**src/rtl/rv_mdu_pkg.sv**
```systemverilog
`default_nettype none
// ============================================================================
// Module      : rv_mdu_pkg
// Description : Shared types and decode helpers for the RV32M multiply/divide
//               unit: funct3 operation encodings, FSM state type and the
//               operand-signedness / divide-class decode functions.
// Revision    : 1.0 - initial release
// ============================================================================
package rv_mdu_pkg;

    // RV32M funct3 encodings
    typedef enum logic [2:0] {
        OP_MUL    = 3'b000,
        OP_MULH   = 3'b001,
        OP_MULHSU = 3'b010,
        OP_MULHU  = 3'b011,
        OP_DIV    = 3'b100,
        OP_DIVU   = 3'b101,
        OP_REM    = 3'b110,
        OP_REMU   = 3'b111
    } mdu_op_e;

    typedef enum logic [1:0] {
        IDLE = 2'd0,
        CALC = 2'd1,
        DONE = 2'd2
    } mdu_state_e;

    // Divide-class operation (DIV/DIVU/REM/REMU)
    function automatic logic is_div(input mdu_op_e op);
        return op inside {OP_DIV, OP_DIVU, OP_REM, OP_REMU};
    endfunction

    // Remainder-returning operation (REM/REMU)
    function automatic logic is_rem(input mdu_op_e op);
        return op inside {OP_REM, OP_REMU};
    endfunction

    // rs1 interpreted as two's complement. MUL only needs the low half of the
    // product, which is identical for signed and unsigned operands.
    function automatic logic is_signed_a(input mdu_op_e op);
        return op inside {OP_MULH, OP_MULHSU, OP_DIV, OP_REM};
    endfunction

    // rs2 interpreted as two's complement
    function automatic logic is_signed_b(input mdu_op_e op);
        return op inside {OP_MULH, OP_DIV, OP_REM};
    endfunction

endpackage
`default_nettype wire

```
**src/rtl/mdu_iter_step.sv**
```systemverilog
`default_nettype none
// ============================================================================
// Module      : mdu_iter_step
// Description : One combinational iteration of the multiply/divide datapath.
//               Multiply mode: one shift-add step on {hi, lo} where lo holds
//               the remaining multiplier bits and hi the partial product.
//               Divide mode: one restoring-division step on {rem, quo} where
//               quo shifts the dividend out and the quotient bits in.
// Ports       : i_div     - 1 selects restoring divide, 0 selects shift-add
//               i_acc     - 2*XLEN accumulator before this step
//               i_operand - multiplicand magnitude or divisor magnitude
//               o_acc     - 2*XLEN accumulator after this step
// Revision    : 1.0 - initial release
// ============================================================================
module mdu_iter_step #(
    parameter int XLEN = 32
) (
    input  logic                i_div,
    input  logic [2*XLEN-1:0]   i_acc,
    input  logic [XLEN-1:0]     i_operand,
    output logic [2*XLEN-1:0]   o_acc
);

    logic [XLEN:0] w_sum;      // partial product + multiplicand, with carry
    logic [XLEN:0] w_shifted;  // partial remainder after shifting in next dividend bit
    logic [XLEN:0] w_diff;     // trial subtraction; MSB set means "restore"

    always_comb begin
        w_sum     = {1'b0, i_acc[2*XLEN-1:XLEN]}
                  + (i_acc[0] ? {1'b0, i_operand} : {(XLEN+1){1'b0}});
        w_shifted = {i_acc[2*XLEN-1:XLEN], i_acc[XLEN-1]};
        w_diff    = w_shifted - {1'b0, i_operand};

        if (i_div) begin
            // Remainder stays below the divisor, so the shifted value fits in
            // XLEN+1 bits and a negative trial result always sets the MSB.
            if (w_diff[XLEN]) begin
                o_acc = {w_shifted[XLEN-1:0], i_acc[XLEN-2:0], 1'b0};
            end else begin
                o_acc = {w_diff[XLEN-1:0], i_acc[XLEN-2:0], 1'b1};
            end
        end else begin
            // Carry joins the top of the accumulator as the whole thing shifts right
            o_acc = {w_sum, i_acc[XLEN-1:1]};
        end
    end

endmodule
`default_nettype wire

```
**src/rtl/rv_mdu.sv**
```systemverilog
`default_nettype none
// ============================================================================
// Module      : rv_mdu
// Description : Iterative RV32M multiply/divide unit. Operands are converted
//               to magnitudes on accept, iterated BITS_PER_CYCLE steps per
//               clock for XLEN/BITS_PER_CYCLE clocks, then sign-corrected into
//               the result register. Divide-by-zero and signed overflow bypass
//               the iteration and complete one clock after accept.
// Ports       : i_clk    - clock, rising edge
//               i_reset  - asynchronous reset, active low
//               i_valid  - operation request
//               o_ready  - request can be accepted this cycle (IDLE or DONE)
//               i_op     - funct3 of the M-extension instruction
//               i_rs1    - operand A (multiplicand / dividend)
//               i_rs2    - operand B (multiplier / divisor)
//               i_kill   - abort the current operation, no result produced
//               o_valid  - one-cycle completion pulse
//               o_result - result, held until the next completion
//               o_busy   - iteration in progress
// Revision    : 1.0 - initial release
// ============================================================================
module rv_mdu
    import rv_mdu_pkg::*;
#(
    parameter int XLEN           = 32,
    parameter int BITS_PER_CYCLE = 1
) (
    input  logic             i_clk,
    input  logic             i_reset,
    input  logic             i_valid,
    output logic             o_ready,
    input  logic [2:0]       i_op,
    input  logic [XLEN-1:0]  i_rs1,
    input  logic [XLEN-1:0]  i_rs2,
    input  logic             i_kill,
    output logic             o_valid,
    output logic [XLEN-1:0]  o_result,
    output logic             o_busy
);

    localparam int c_steps = XLEN / BITS_PER_CYCLE;
    localparam int c_cnt_w = $clog2(c_steps + 1);

    mdu_state_e          r_state;
    mdu_state_e          w_state_next;
    mdu_op_e             r_op;
    logic [2*XLEN-1:0]   r_acc;
    logic [XLEN-1:0]     r_operand;
    logic                r_neg_q;     // quotient / product must be negated
    logic                r_neg_r;     // remainder must be negated
    logic [c_cnt_w-1:0]  r_cnt;
    logic [XLEN-1:0]     r_result;

    mdu_op_e             w_op;
    logic                w_accept;
    logic                w_sign_a;
    logic                w_sign_b;
    logic [XLEN-1:0]     w_mag_a;
    logic [XLEN-1:0]     w_mag_b;
    logic                w_div_zero;
    logic                w_overflow;
    logic                w_special;
    logic [XLEN-1:0]     w_special_result;
    logic                w_last;
    logic                w_div_mode;
    logic [2*XLEN-1:0]   w_final;
    logic [2*XLEN-1:0]   w_prod;
    logic [XLEN-1:0]     w_quo;
    logic [XLEN-1:0]     w_rem;
    logic [XLEN-1:0]     w_fixed;

    assign o_ready  = (r_state == IDLE) || (r_state == DONE);
    assign o_busy   = (r_state == CALC);
    assign o_valid  = (r_state == DONE);
    assign o_result = r_result;

    assign w_op     = mdu_op_e'(i_op);
    assign w_accept = i_valid && o_ready && !i_kill;
    assign w_last   = (r_cnt == c_cnt_w'(1));

    // ------------------------------------------------------------------
    // Request decode: magnitudes, signs and the bypass cases
    // ------------------------------------------------------------------
    always_comb begin
        w_sign_a   = is_signed_a(w_op) & i_rs1[XLEN-1];
        w_sign_b   = is_signed_b(w_op) & i_rs2[XLEN-1];
        w_mag_a    = w_sign_a ? -i_rs1 : i_rs1;
        w_mag_b    = w_sign_b ? -i_rs2 : i_rs2;
        w_div_zero = is_div(w_op) && (i_rs2 == '0);
        w_overflow = is_div(w_op) && is_signed_a(w_op)
                  && (i_rs1 == {1'b1, {(XLEN-1){1'b0}}})
                  && (i_rs2 == '1);
        w_special  = w_div_zero || w_overflow;

        if (w_div_zero) begin
            w_special_result = is_rem(w_op) ? i_rs1 : '1;
        end else begin
            w_special_result = is_rem(w_op) ? '0 : i_rs1;
        end
    end

    // ------------------------------------------------------------------
    // Iteration chain: BITS_PER_CYCLE steps evaluated per clock
    // ------------------------------------------------------------------
    logic [2*XLEN-1:0] w_chain [0:BITS_PER_CYCLE];

    assign w_div_mode = is_div(r_op);
    assign w_chain[0] = r_acc;

    for (genvar g = 0; g < BITS_PER_CYCLE; g++) begin : g_step
        mdu_iter_step #(
            .XLEN      (XLEN)
        ) u_step (
            .i_div     (w_div_mode),
            .i_acc     (w_chain[g]),
            .i_operand (r_operand),
            .o_acc     (w_chain[g+1])
        );
    end

    // ------------------------------------------------------------------
    // Sign fix-up of the final iteration output, registered on DONE entry
    // ------------------------------------------------------------------
    always_comb begin
        w_final = w_chain[BITS_PER_CYCLE];
        w_prod  = r_neg_q ? -w_final : w_final;
        w_quo   = r_neg_q ? -w_final[XLEN-1:0] : w_final[XLEN-1:0];
        w_rem   = r_neg_r ? -w_final[2*XLEN-1:XLEN] : w_final[2*XLEN-1:XLEN];

        if (is_div(r_op)) begin
            w_fixed = is_rem(r_op) ? w_rem : w_quo;
        end else if (r_op == OP_MUL) begin
            w_fixed = w_prod[XLEN-1:0];
        end else begin
            w_fixed = w_prod[2*XLEN-1:XLEN];
        end
    end

    // ------------------------------------------------------------------
    // FSM
    // ------------------------------------------------------------------
    always_ff @(posedge i_clk or negedge i_reset) begin
        if (!i_reset) begin
            r_state <= IDLE;
        end else begin
            r_state <= w_state_next;
        end
    end

    always_comb begin
        w_state_next = r_state;
        case (r_state)
            IDLE, DONE: begin
                if (w_accept) begin
                    w_state_next = w_special ? DONE : CALC;
                end else begin
                    w_state_next = IDLE;
                end
            end
            CALC: begin
                if (w_last) begin
                    w_state_next = DONE;
                end
            end
            default: w_state_next = IDLE;
        endcase
        // A flush overrides everything, including a completing iteration
        if (i_kill) begin
            w_state_next = IDLE;
        end
    end

    // ------------------------------------------------------------------
    // Datapath registers
    // ------------------------------------------------------------------
    always_ff @(posedge i_clk or negedge i_reset) begin
        if (!i_reset) begin
            r_op      <= OP_MUL;
            r_acc     <= '0;
            r_operand <= '0;
            r_neg_q   <= 1'b0;
            r_neg_r   <= 1'b0;
            r_cnt     <= '0;
            r_result  <= '0;
        end else if (w_accept) begin
            r_op    <= w_op;
            r_neg_q <= w_sign_a ^ w_sign_b;
            r_neg_r <= w_sign_a;
            r_cnt   <= c_cnt_w'(c_steps);
            if (is_div(w_op)) begin
                r_acc     <= {{XLEN{1'b0}}, w_mag_a};
                r_operand <= w_mag_b;
            end else begin
                r_acc     <= {{XLEN{1'b0}}, w_mag_b};
                r_operand <= w_mag_a;
            end
            if (w_special) begin
                r_result <= w_special_result;
            end
        end else if ((r_state == CALC) && !i_kill) begin
            r_acc <= w_final;
            r_cnt <= r_cnt - c_cnt_w'(1);
            if (w_last) begin
                r_result <= w_fixed;
            end
        end
    end

endmodule
`default_nettype wire

```
**config.mk**
```make
export PLATFORM = sky130hd
export DESIGN_NAME = rv_mdu
export DESIGN_NICKNAME = d
export VERILOG_FILES = /design/src/rtl/rv_mdu_pkg.sv /design/src/rtl/mdu_iter_step.sv /design/src/rtl/rv_mdu.sv
export SDC_FILE = /design/constraint.sdc
export NUM_CORES = 1
export LEC_CHECK = 0
export CAP_MARGIN = 20
export CELL_PAD_IN_SITES_DETAIL_PLACEMENT = 0
export CELL_PAD_IN_SITES_GLOBAL_PLACEMENT = 1
export CORE_MARGIN = 1
export CORE_UTILIZATION = 45
export CTS_CLUSTER_SIZE = 24
export DETAILED_ROUTE_END_ITERATION = 7
export PLACE_DENSITY = 0.93
export SLEW_MARGIN = 20
export SYNTH_ARGS = -nofsm -noshare
export SYNTH_HDL_FRONTEND = slang
export SYNTH_HIERARCHICAL = 1
export SYNTH_SLANG_ARGS = --single-unit
export TNS_END_PERCENT = 5
```
**constraint.sdc**
```tcl
create_clock -name i_clk -period 7.8 [get_ports i_clk]
set_input_delay 1.95 -clock i_clk [delete_from_list [all_inputs] [get_ports i_clk]]
set_output_delay 1.95 -clock i_clk [all_outputs]
set_load 0.03 [all_outputs]
```
== Word-level counts from Yosys, hierarchy flattened ==
Cells that the tools add are included.

* $add $sub $neg: 8
* Eq/ne operators: 17
* Mux-type cells: 29
* Bitwise operators: 3
* Reductions and logical operators: 23

{| class="wikitable"
|+ Operator list
! kind !! count
|-
| $mux 32 || 17
|-
| $mux 64 || 5
|-
| $neg 32->32 || 4
|-
| $eq 32x32->1 const B || 2
|-
| $neg 64->64 || 1
|-
| $add 32x33->33 || 1
|-
| $sub 33x32->33 || 1
|-
| $logic_not 32->1 || 1
|-
| $eq 3x3->1 const B || 8
|-
| $mux 6 || 2
|-
| $reduce_bool 4->1 || 3
|-
| $mux 2 || 4
|-
| $reduce_bool 2->1 || 4
|-
| $logic_and 1x1->1 || 7
|-
| $eq 6x1->1 const B || 1
|-
| $sub 6x1->6 const B || 1
|-
| $pmux 2 s2 || 1
|-
| $eq 3x1->1 const B || 1
|-
| $eq 3x2->1 const B || 1
|-
| $logic_not 3->1 || 1
|-
| $ne 3x2->1 const B || 1
|-
| $reduce_and 3->1 || 1
|-
| $reduce_bool 3->1 || 1
|-
| $and 1x1->1 || 2
|-
| other kinds (8) || 9
|}

* Register bits: 141
* Bits of input ports: 71
* Output and inout port bits: 35
* Word-level logic and storage cells: 88

== Depth between registers and ports, before layout ==
Gate-level depths: netlist of the first run.

* Depth after elaboration: 10
* Gate-level depth with buffers: 25
* Gate-level depth less buffers: 23

== By module ==
The synthesis of the first run kept the hierarchy.

{| class="wikitable"
|+ By module, submodules not included
! module !! times used !! cells each !! area an instance (µm²) !! sequential area each (µm²)
|-
| rv_mdu || 1 || 1459 || 11162.0 || 3528.4
|-
| mdu_iter_step || 1 || 652 || 4525.6 || 0.0
|}

== Least setup slack after synthesis of the first run ==
Ideal clock, no wire load.

* Path kind: reg2reg
* Start: register r_acc[31]
* End: register r_result[31], in the netlist o_result[31]
* Library setup time: 0.142 ns
* Arrival time: 5.295 ns
* Data required time: 7.658 ns
* Setup slack: 2.362 ns
* Cell stages (with the launch flop): 24
* Buffers on the path: 2
* Clock period less this slack: 5.438 ns
* Cells stage by stage: dfrtp_1 > inv_1 > ha_1 > fa_1 > nand2b_1 > a21o_1 > a211oi_1 > a31oi_1 > o21ai_1 > a21oi_1 > a31oi_1 > xnor2_1 > buf_2 > mux2i_1 > a21oi_1 > clkbuf_1 > nor4_2 > nand4_1 > or4_1 > nor4_1 > a211oi_1 > a41o_1 > nor3_1 > o221ai_1

* Cells in the longest elaborated chain, start to end: 10
* Elaborated cells on any way between the ends: 15
* Classes of those cells: 4 x add/sub; 11 x mux

{| class="wikitable"
|+ RTL lines
! what !! RTL line !! RTL
|-
| start, declared || rv_mdu.sv:47 || <nowiki>logic [2*XLEN-1:0] r_acc;</nowiki>
|-
| start signal, assigned || rv_mdu.sv:191 || <nowiki>r_acc <= {{XLEN{1'b0}}, w_mag_a};</nowiki>
|-
| start signal, assigned || rv_mdu.sv:194 || <nowiki>r_acc <= {{XLEN{1'b0}}, w_mag_b};</nowiki>
|-
| start signal, assigned || rv_mdu.sv:201 || <nowiki>r_acc <= w_final;</nowiki>
|-
| $sub 33x32->33 * || mdu_iter_step.sv:32 || <nowiki>w_diff = w_shifted - {1'b0, i_operand};</nowiki>
|-
| $mux 64 * || mdu_iter_step.sv:37 || <nowiki>if (w_diff[XLEN]) begin</nowiki>
|-
| $mux 64 * || mdu_iter_step.sv:34 || <nowiki>if (i_div) begin</nowiki>
|-
| via w_final[46] || rv_mdu.sv:66 || <nowiki>logic [2*XLEN-1:0] w_final;</nowiki>
|-
| $neg 64->64 or $neg 32->32 (tied branches) || rv_mdu.sv:126, rv_mdu.sv:128 ||
|-
| $mux 64 or $mux 32 (tied branches) || rv_mdu.sv:126, rv_mdu.sv:128 ||
|-
| $mux 32, on equally long branches || rv_mdu.sv:132, rv_mdu.sv:131 ||
|-
| $mux 32 * || rv_mdu.sv:130 || <nowiki>if (is_div(r_op)) begin</nowiki>
|-
| $mux 32 * || rv_mdu.sv:203 || <nowiki>if (w_last) begin</nowiki>
|-
| $mux 32 * || rv_mdu.sv:200 || <nowiki>end else if ((r_state == CALC) && !i_kill) begin</nowiki>
|-
| $mux 32 * || rv_mdu.sv:185 || <nowiki>end else if (w_accept) begin</nowiki>
|-
| end signal, assigned || rv_mdu.sv:198 || <nowiki>r_result <= w_special_result;</nowiki>
|-
| end signal, assigned || rv_mdu.sv:204 || <nowiki>r_result <= w_fixed;</nowiki>
|-
| end, declared || rv_mdu.sv:52 || <nowiki>logic [XLEN-1:0] r_result;</nowiki>
|}

Mark *: on every way through the listed nets, which the timed path passes. The rest lies on a longest branch. The select of a mux whose other input is x is not followed.
A chain may end at the register's enable or synchronous reset.

== Worst setup path after layout of the first run ==
* Start: register r_acc[31]
* End: register r_result[23], in the netlist o_result[23]

Same word-level chain as after synthesis.

==> results of run 1 <==
through the flow:
stage                     utilization  instance area [sq um]
after floorplan                     -                  15700
after global placement          0.490                  16900
after detailed placement        0.490                  16900
after CTS                       0.507                  17500
after global routing            0.507                  17500
final                           0.507                  17500
worst paths after layout:
check,start,endpoint,cells past startpoint
min in group asynchronous,i_reset,r_cnt[3]$_DFFE_PN0P_,1
max in group asynchronous,i_reset,r_acc[34]$_DFFE_PN0P_,2
min reg2reg,o_result[24]$_DFFE_PN0P_,o_result[24]$_DFFE_PN0P_,2
max,r_acc[31]$_DFFE_PN0P_,o_result[23]$_DFFE_PN0P_,22
min,o_result[24]$_DFFE_PN0P_,o_result[24]$_DFFE_PN0P_,2
max reg2reg,r_acc[31]$_DFFE_PN0P_,o_result[23]$_DFFE_PN0P_,22
power by group through the flow:
stage	Sequential, mW	Combinational [mW]	Clock [mW]
CTS	1.35	4.34	0.810
global route	1.40	4.77	0.842
floorplan	1.33	2.97	0
detailed placement	1.36	4.30	0
global placement	1.36	4.28	0
finish	1.37	4.45	0.807
kinds of logic after synthesis:
group / count (synthesis) / share of synthesized area
and+or+nand+nor: 788 / 0.242
AOI/OAI and AO/OA: 629 / 0.255
buffers and inverters: 211 / 0.0585
xor gates and xnor gates: 181 / 0.101
DFF: 141 / 0.225
muxes: 88 / 0.0589
adders and majority gates: 73 / 0.0592
synthesized netlist by cell type (all sizes together), types with 33 or more instances:
library cell	instances
nand3	57
inv	70
ha	71
xnor2	93
nor2	185
nand2	265
o21ai	141
or4	33
and2	38
mux2i	54
a31oi	43
dfrtp	141
nor4	34
clkbuf	115
xor2	88
a21oi	196
mux2	34
nor3	51
o31ai	36
layout make-up:
class | instances | area, sq um | share of cell area
repair buffers | 133 | 1260 | 0.0720
well taps | 455 | 569 | 0.0326
multi-input cells | 1759 | 11300 | 0.646
clock buffers | 22 | 464 | 0.0266
clock inverters | 10 | 90.1 | 0.00516
inverters | 70 | 263 | 0.0151
flip-flops and latches | 141 | 3530 | 0.202
worst min-delay path: cells and delay by family (launching register included):
family / cells / cell delay (ps)
flops: 1 / 340
simple gates: 2 / 100
routing by layer:
| layer | global-route usage | vias up | wire length [um] |
|---|---|---|---|
| li1 | - | 7716 | - |
| met1 | 0.477 | 8090 | 26700 |
| met2 | 0.538 | 841 | 27900 |
| met3 | 0.0618 | 148 | 5320 |
| met4 | 0.207 | 0 | 3920 |
| met5 | 0 | - | 0 |
state kept, by name, summed over array words and instances (netlist names):
name / count
r_op: 3
r_state: 2
r_operand: 32
o_result: 32
r_acc: 64
r_cnt: 6
r_neg_r: 1
r_neg_q: 1
==> flow_summary.toml, run 1 <==
[setup_path]
worstSetupPathType = "flop to flop"
cp.arrival_ps = 7190
path_cells = "inv_1 -> ha_1 -> fa_1 -> nand2b_1 -> a21o_1 -> a211oi_1 -> a31oi_1 -> o21ai_1 -> a21oi_1 -> a31oi_1 -> xnor2_2 -> buf_4 -> mux2i_1 -> a21oi_1 -> nor3_1 -> nand3_1 -> or4_1 -> o21ai_1 -> xor2_1 -> a211oi_1 -> a2111oi_0 -> nor2_1"
worst_setup_path_start_kind = "flop"
crit_path_max_fanout = 19
cp.required_ps = 8110
max_stage_delay_ps = 640
cpMaxStageDelayCell = "or4_1"
endpoint_kind = "flop"
critPathTopFamily = "compound AO/OA/AOI/OAI gates"
cp_num_buf_inv = 2
rrSetupSlack_ps = 920

[power_and_ir_drop]
power.density_nw_per_um2 = 380
internal-power_mw = 3.08
p_seq_frac = 0.207
max-vdd-ir-drop_v = 0.000185
p_clk_frac = 0.122
p_sw_frac = 0.536
power.leakage_nw = 7.31
p_total_mw = 6.63
combPwrFrac = 0.671
switchingPower_mw = 3.55

[final_layout]
final_nets = 2266
drive_above_1_share = 0.0660
layout_commonest_cell = "nand2_1"
syn_to_final_growth_pct = 11.3
fillers = 3413
finalNonFillerCells = 2590
n_antenna_cell = 0
mostFrequentLayoutCells = "nand2_1 (264), a21oi_1 (193), nor2_1 (185), dfrtp_1 (140), o21ai_0 (130)"

[routing]
first_iter_violations = 2225
ant_nets = 0
viasPerCell = 6.48
drcViolationCount = 0
drt_pre_antenna_iters = 5
routed_wl_um = 63800
wire_per_inst_um = 24.6
num_vias = 16800

[cts]
cts_tree = "yes"
clk_pin_slew_ps = 70
clockBufferDepth = 2
htreeDepth = 4
cts_root_buf = "clkbuf_16"
cts_sinks = 141
hold_buffers = 0
cts_setup_buffers = 0
clk-insertion-delay-late_ps = 450
cts_buffers = 17
cts.repair.resized = 0

[grt]
grt_pass1_wl_um = 96300
grt_usage = 0.356
grt-ovfl-total = 0
grt_pass1_vias = 15600
grt_max_degree = 91
antenna_found_initial = 0

[timing]
finalCritPeriodShare = 0.882
grt_setup_unrepaired = "no"
period_minus_slack_ps = 6880
finalHoldViolCount = 0
final_max_slew_viol_count = 0
relSlewSlack = 0.188
skew_ps = 15.7
tightest_slew_ps = 1200
whs_ps = 466
max_freq_ghz = 0.145
fin_setup_tns_ps = 0
fin_ws_ps = 922
finalSetupViolations = 0

[die]
core-area_sq_um = 34500
rows = 68
start_util = 0.455
die_area_sq_um = 35600
die-height_um = 189
fp.dieW_um = 189
ios = 106

[synthesis]
synth_area_leader_cell = "dfrtp_1"
synth.avg_cell_area_sq_um = 7.43
ys_seq_area_frac = 0.225
async_flop_share = 1.00
ys_types = 87
ys_ff_latch = 141
syn_inst = 2111
yosysWarnings = 6
synth_top_flop_cell = "dfrtp_1"
synth.area.top_cells = "dfrtp_1 (22%), nand2_1 (6.3%), a21oi_1 (6.2%)"
syn_nets = 2255
netlist_area_sq_um = 15700
synth_edf_count = 0
yosysTopAreaCellShare = 0.225

[run_status]
outcome = "finished clean"

[place]
place_inst = 2558
dp_slack_ps = 1080
io_buffers = 105
place.gp.congestion = 1.03
hpwl_um = 49000

[flow_run]
cap_violations = 0

[worst_hold_path]
hold_path_class = "flop to flop"
No activity file was read; power rests on OpenSTA's default activity.
==> run 2, diff against run 1 <==
Settings changed: MAX_ROUTING_LAYER set to met4.
Clock period 7.8 ns to 7.3 ns, I/O delays scaled along.
==> run 2 against run 1 <==
  * Global-route usage is 1.1 points higher
  * Power increased by 9.2%
  * Cell count rose by 1.0%
  * Largest cell class unchanged
  * Count of clock-buffer cells in the layout stayed put
  * Critical path depth did not move
==> flow_summary.toml, run 2 (synthesis results as in run 1) <==
[die]
rows = 68
die-height_um = 189
fp.dieW_um = 189
core-area_sq_um = 34500
die_area_sq_um = 35600
start_util = 0.455
ios = 106

[final_layout]
top_register = "r_acc"
final_nets = 2292
layout_commonest_cell = "nand2_1"
mostFrequentLayoutCells = "nand2_1 (264), a21oi_1 (193), nor2_1 (185), dfrtp_1 (140), o21ai_0 (130)"
syn_to_final_growth_pct = 12.9
drive_above_1_share = 0.0782
largest_reg_flops = 64

[power_and_ir_drop]
p_clk_frac = 0.128
p_sw_frac = 0.525
p_seq_frac = 0.196
power.leakage_nw = 7.47
internal-power_mw = 3.44
combPwrFrac = 0.676
switchingPower_mw = 3.80
power.density_nw_per_um2 = 409
max-vdd-ir-drop_v = 0.000219

[grt]
grt_pass1_wl_um = 97000
grt_usage = 0.368
antenna_found_initial = 1
grt-ovfl-total = 0
grt_max_degree = 86
grt_pass1_vias = 15900

[setup_path]
endpoint_kind = "flop"
worst_setup_path_start_kind = "flop"
cp.arrival_ps = 7130
worstSetupPathType = "flop to flop"
cp.required_ps = 7590
r2r-start = "r_acc[31]$_DFFE_PN0P_"
crit_path_max_fanout = 13
crit_start = "r_acc[31]$_DFFE_PN0P_"

[timing]
whs_ps = 477
finalCritPeriodShare = 0.938
finalSetupViolations = 0
tightest_slew_ps = 1070
relSlewSlack = 0.285
finalHoldViolCount = 0
grt_setup_unrepaired = "no"
final_max_slew_viol_count = 0
max_freq_ghz = 0.146
period_minus_slack_ps = 6850
skew_ps = 12.5
fin_setup_tns_ps = 0

[routing]
wire_per_inst_um = 24.2
first_iter_violations = 1689
ant_nets = 0
num_vias = 16700
viasPerCell = 6.38
routed_wl_um = 63400
drt_pre_antenna_iters = 8
drcViolationCount = 0

[cts]
clk-insertion-delay-late_ps = 450
cts_buffers = 17
cts.repair.resized = 0
cts_setup_buffers = 0
clockBufferDepth = 2
htreeDepth = 4
cts_sinks = 141
hold_buffers = 0
clk_pin_slew_ps = 60
cts_tree = "yes"
cts_root_buf = "clkbuf_16"

[place]
io_buffers = 105
hpwl_um = 49500
place.gp.congestion = 1.01

[worst_hold_path]
hp-start = "o_result[11]$_DFFE_PN0P_"
hold_path_class = "flop to flop"

[flow_run]
cap_violations = 0

[run_status]
outcome = "finished clean"
[run 2: layer usage]
metal  GRT usage  vias up  routed length [um]
met5           -        -                   0
met4       0.195        0                3510
met3      0.0609      155                4950
met2       0.561      819               28500
met1       0.465     7972               26500
li1            -     7752                   -
[run 2: area by class of cell]
cell class / count / area (sq um)
Sequential cell: 141 / 3530
Multi-Input combinational cell: 1759 / 11300
Clock inverter: 10 / 128
Fill cell: 3402 / 16700
Clock buffer: 22 / 484
Timing Repair Buffer: 159 / 1450
Tap cell: 455 / 569
Inverter: 70 / 263
Antenna cell: 1 / 2.50
[run 2: critical path, stage by stage (launching register included)]
cell       delay [ps]
dfrtp_1           380
inv_1              70
ha_1              230
fa_1              420
nand2b_1          180
a21o_1            190
a211oi_1          280
a31oi_1           240
o21ai_1           200
a21oi_1           100
a31oi_1           230
xnor2_2           370
buf_4             360
a311oi_1          280
inv_1             160
ha_1              210
nor3b_1           600
nand3_1           340
or4_4             630
mux2i_1           130
and2b_1           180
a2111oi_0         750
a21oi_1           160
[run 2: power by group through the flow]
stage	combinational, mW	sequential (mW)	clock, mW
after floorplan	3.17	1.42	0
final	4.90	1.42	0.924
after global placement	4.73	1.41	0
after global routing	5.27	1.45	0.962
after detailed placement	4.74	1.41	0
after CTS	4.78	1.40	0.932
[run 2: per-stage QoR]
| step | utilization | cell area [sq um] | cells | setup WS, ps | total power [mW] |
|---|---|---|---|---|---|
| 6_report | 0.514 | 17700 | 2617 | 453 | 7.24 |
| 5_1_grt | 0.514 | 17700 | 2617 | 268 | 7.68 |
| 4_1_cts | 0.514 | 17700 | 2616 | 693 | 7.12 |
| 3_5_place_dp | 0.496 | 17100 | 2584 | 718 | 6.16 |
| 3_3_place_gp | 0.496 | 17100 | 2584 | 791 | 6.13 |
| 2_1_floorplan | - | 15700 | 2111 | 1860 | 4.59 |
[run 2: worst paths after layout]
check / to / slack (ps) / cells past startpoint
min in group asynchronous: r_acc[63]$_DFFE_PN0P_ / 1420 / 1
max in group asynchronous: r_operand[13]$_DFFE_PN0N_ / 4530 / 2
setup reg to reg: o_result[26]$_DFFE_PN0P_ / 450 / 22
setup / recovery: o_result[26]$_DFFE_PN0P_ / 450 / 22
hold / removal: o_result[11]$_DFFE_PN0P_ / 480 / 2
hold reg to reg: o_result[11]$_DFFE_PN0P_ / 480 / 2
==> run 3, diff against run 2 <==
Clock period 7.3 ns to 8.9 ns, I/O delays scaled along.
==> run 3 against run 2 <==
  * Global-route usage increased by 0.20 points
  * Design area decreased by 1.1%
  * Critical path depth unchanged
  * Die area unchanged
  * Fmax increased by 0.83%
  * Non-clock buffer count decreased by 25
  * Power decreased by 19%
  * Sequential power decreased by 18%
  * Register-to-register slack improved by 1700 ps
  * Count of clock-buffer cells in the layout decreased by 3
  * Critical path type unchanged
  * Largest cell class unchanged
  * Highest routed layer unchanged
==> flow_summary.toml, run 3 (synthesis results as in run 1) <==
[grt]
antenna_found_initial = 1
grt_usage = 0.370
grt_pass1_wl_um = 97100
grt_pass1_vias = 15600
grt-ovfl-total = 0
grt_max_degree = 99

[die]
die-height_um = 189
rows = 68
start_util = 0.455
core-area_sq_um = 34500
die_area_sq_um = 35600
ios = 106
fp.dieW_um = 189

[run_status]
outcome = "finished clean"

[power_and_ir_drop]
p_total_mw = 5.86
power.leakage_nw = 7.34
power.density_nw_per_um2 = 335
max-vdd-ir-drop_v = 0.000183

[worst_hold_path]
hold_depth = 2
hp-start = "o_result[6]$_DFFE_PN0P_"
hold_path_end = "o_result[6]$_DFFE_PN0P_"
hold_path_class = "flop to flop"

[cts]
cts.repair.resized = 0
cts_tree = "yes"
cts_setup_buffers = 0
clockBufferDepth = 2
cts_root_buf = "clkbuf_16"
clk_pin_slew_ps = 60
htreeDepth = 4
clk-insertion-delay-late_ps = 450
cts_buffers = 17
hold_buffers = 0
cts_sinks = 141

[timing]
skew_ps = 22.1
finalSetupViolations = 0
grt_setup_unrepaired = "no"
final_max_slew_viol_count = 0
finalHoldViolCount = 0
relSlewSlack = 0.212
finalCritPeriodShare = 0.763
fin_setup_tns_ps = 0
period_minus_slack_ps = 6790
max_freq_ghz = 0.147
whs_ps = 484
tightest_slew_ps = 1170

[setup_path]
cp.required_ps = 9190
rrSetupSlack_ps = 2110
r2r-start = "r_acc[31]$_DFFE_PN0P_"
critical_path_depth = 22
max_stage_delay_ps = 650
cp.arrival_ps = 7090
cp_num_buf_inv = 2
worst_setup_path_start_kind = "flop"
r2r_cells = 22
cpMaxStageDelayCell = "or4_1"
endpoint_kind = "flop"
path_cells = "inv_1 -> ha_1 -> fa_1 -> nand2b_1 -> a21o_1 -> a211oi_1 -> a31oi_1 -> o21ai_1 -> a21oi_1 -> a31oi_1 -> xnor2_2 -> buf_4 -> mux2i_1 -> a21oi_1 -> nor3_1 -> nand3_1 -> or4_1 -> nor4_1 -> a211oi_1 -> a41o_1 -> nor3_1 -> o221ai_1"
worstSetupPathType = "flop to flop"
rr_endpoint = "o_result[31]$_DFFE_PN0P_"
critPathTopFamily = "simple AND/OR/NAND/NOR gates"
crit_path_max_fanout = 18

[final_layout]
layout_commonest_cell = "nand2_1"
finalNonFillerCells = 2593
top_register = "r_acc"
drive_above_1_share = 0.0679
largest_reg_flops = 64
mostFrequentLayoutCells = "nand2_1 (264), a21oi_1 (193), nor2_1 (185), dfrtp_1 (140), o21ai_0 (130)"
final_nets = 2267
syn_to_final_growth_pct = 11.7

[place]
place_inst = 2559
place.gp.congestion = 1.03
io_buffers = 105
hpwl_um = 49300

[routing]
drt_pre_antenna_iters = 8
num_vias = 16800
routed_wl_um = 64000
drcViolationCount = 0
first_iter_violations = 1747
ant_nets = 0
wire_per_inst_um = 24.7
viasPerCell = 6.46

[flow_run]
cap_violations = 0
[run 3: metrics by stage]
step,area [sq um],setup WS [ps],utilization
2_1_floorplan,15700,3460,-
3_3_place_gp,16900,2190,0.491
3_5_place_dp,16900,2240,0.491
4_1_cts,17500,2220,0.508
5_1_grt,17500,1650,0.508
6_report,17500,2110,0.508
[run 3: worst max path at each step]
stage                               start  slack [ps]                  endpoint
CTS                  r_acc[0]$_DFFE_PN0P_        2220  o_result[31]$_DFFE_PN0P_
finish              r_acc[31]$_DFFE_PN0P_        2110  o_result[31]$_DFFE_PN0P_
global placement                i_rs1[20]        2190  o_result[13]$_DFFE_PN0P_
global route        r_acc[31]$_DFFE_PN0P_        1650  o_result[31]$_DFFE_PN0P_
floorplan           r_acc[31]$_DFFE_PN0P_        3460  o_result[31]$_DFFE_PN0P_
detailed placement              i_rs1[20]        2240  o_result[13]$_DFFE_PN0P_
[run 3: worst min-delay path, stage by stage (launching register included)]
cell and delay (ps):
dfrtp_1 340, nand2_1 50, o21ai_1 60
[run 3: where the power goes]
group | switching [mW] | internal, mW | total [mW]
combinational | 2.50 | 1.44 | 3.94
sequential | 0.297 | 0.874 | 1.17
clock | 0.314 | 0.442 | 0.756
[run 3: layout make-up]
cell class | instances | area, sq um
Multi-Input combinational cell | 1759 | 11300
Timing Repair Buffer | 134 | 1260
Clock inverter | 13 | 164
Sequential cell | 141 | 3530
Antenna cell | 2 | 5.00
Tap cell | 455 | 569
Inverter | 70 | 263
Clock buffer | 19 | 433
Fill cell | 3363 | 16900
[run 3: layer usage]
| layer | GRT usage | vias to the layer above | wire length, um |
|---|---|---|---|
| li1 | - | 7707 | - |
| met4 | 0.220 | 0 | 4160 |
| met3 | 0.0654 | 191 | 5190 |
| met5 | - | - | 0 |
| met2 | 0.547 | 816 | 28200 |
| met1 | 0.470 | 8039 | 26500 |
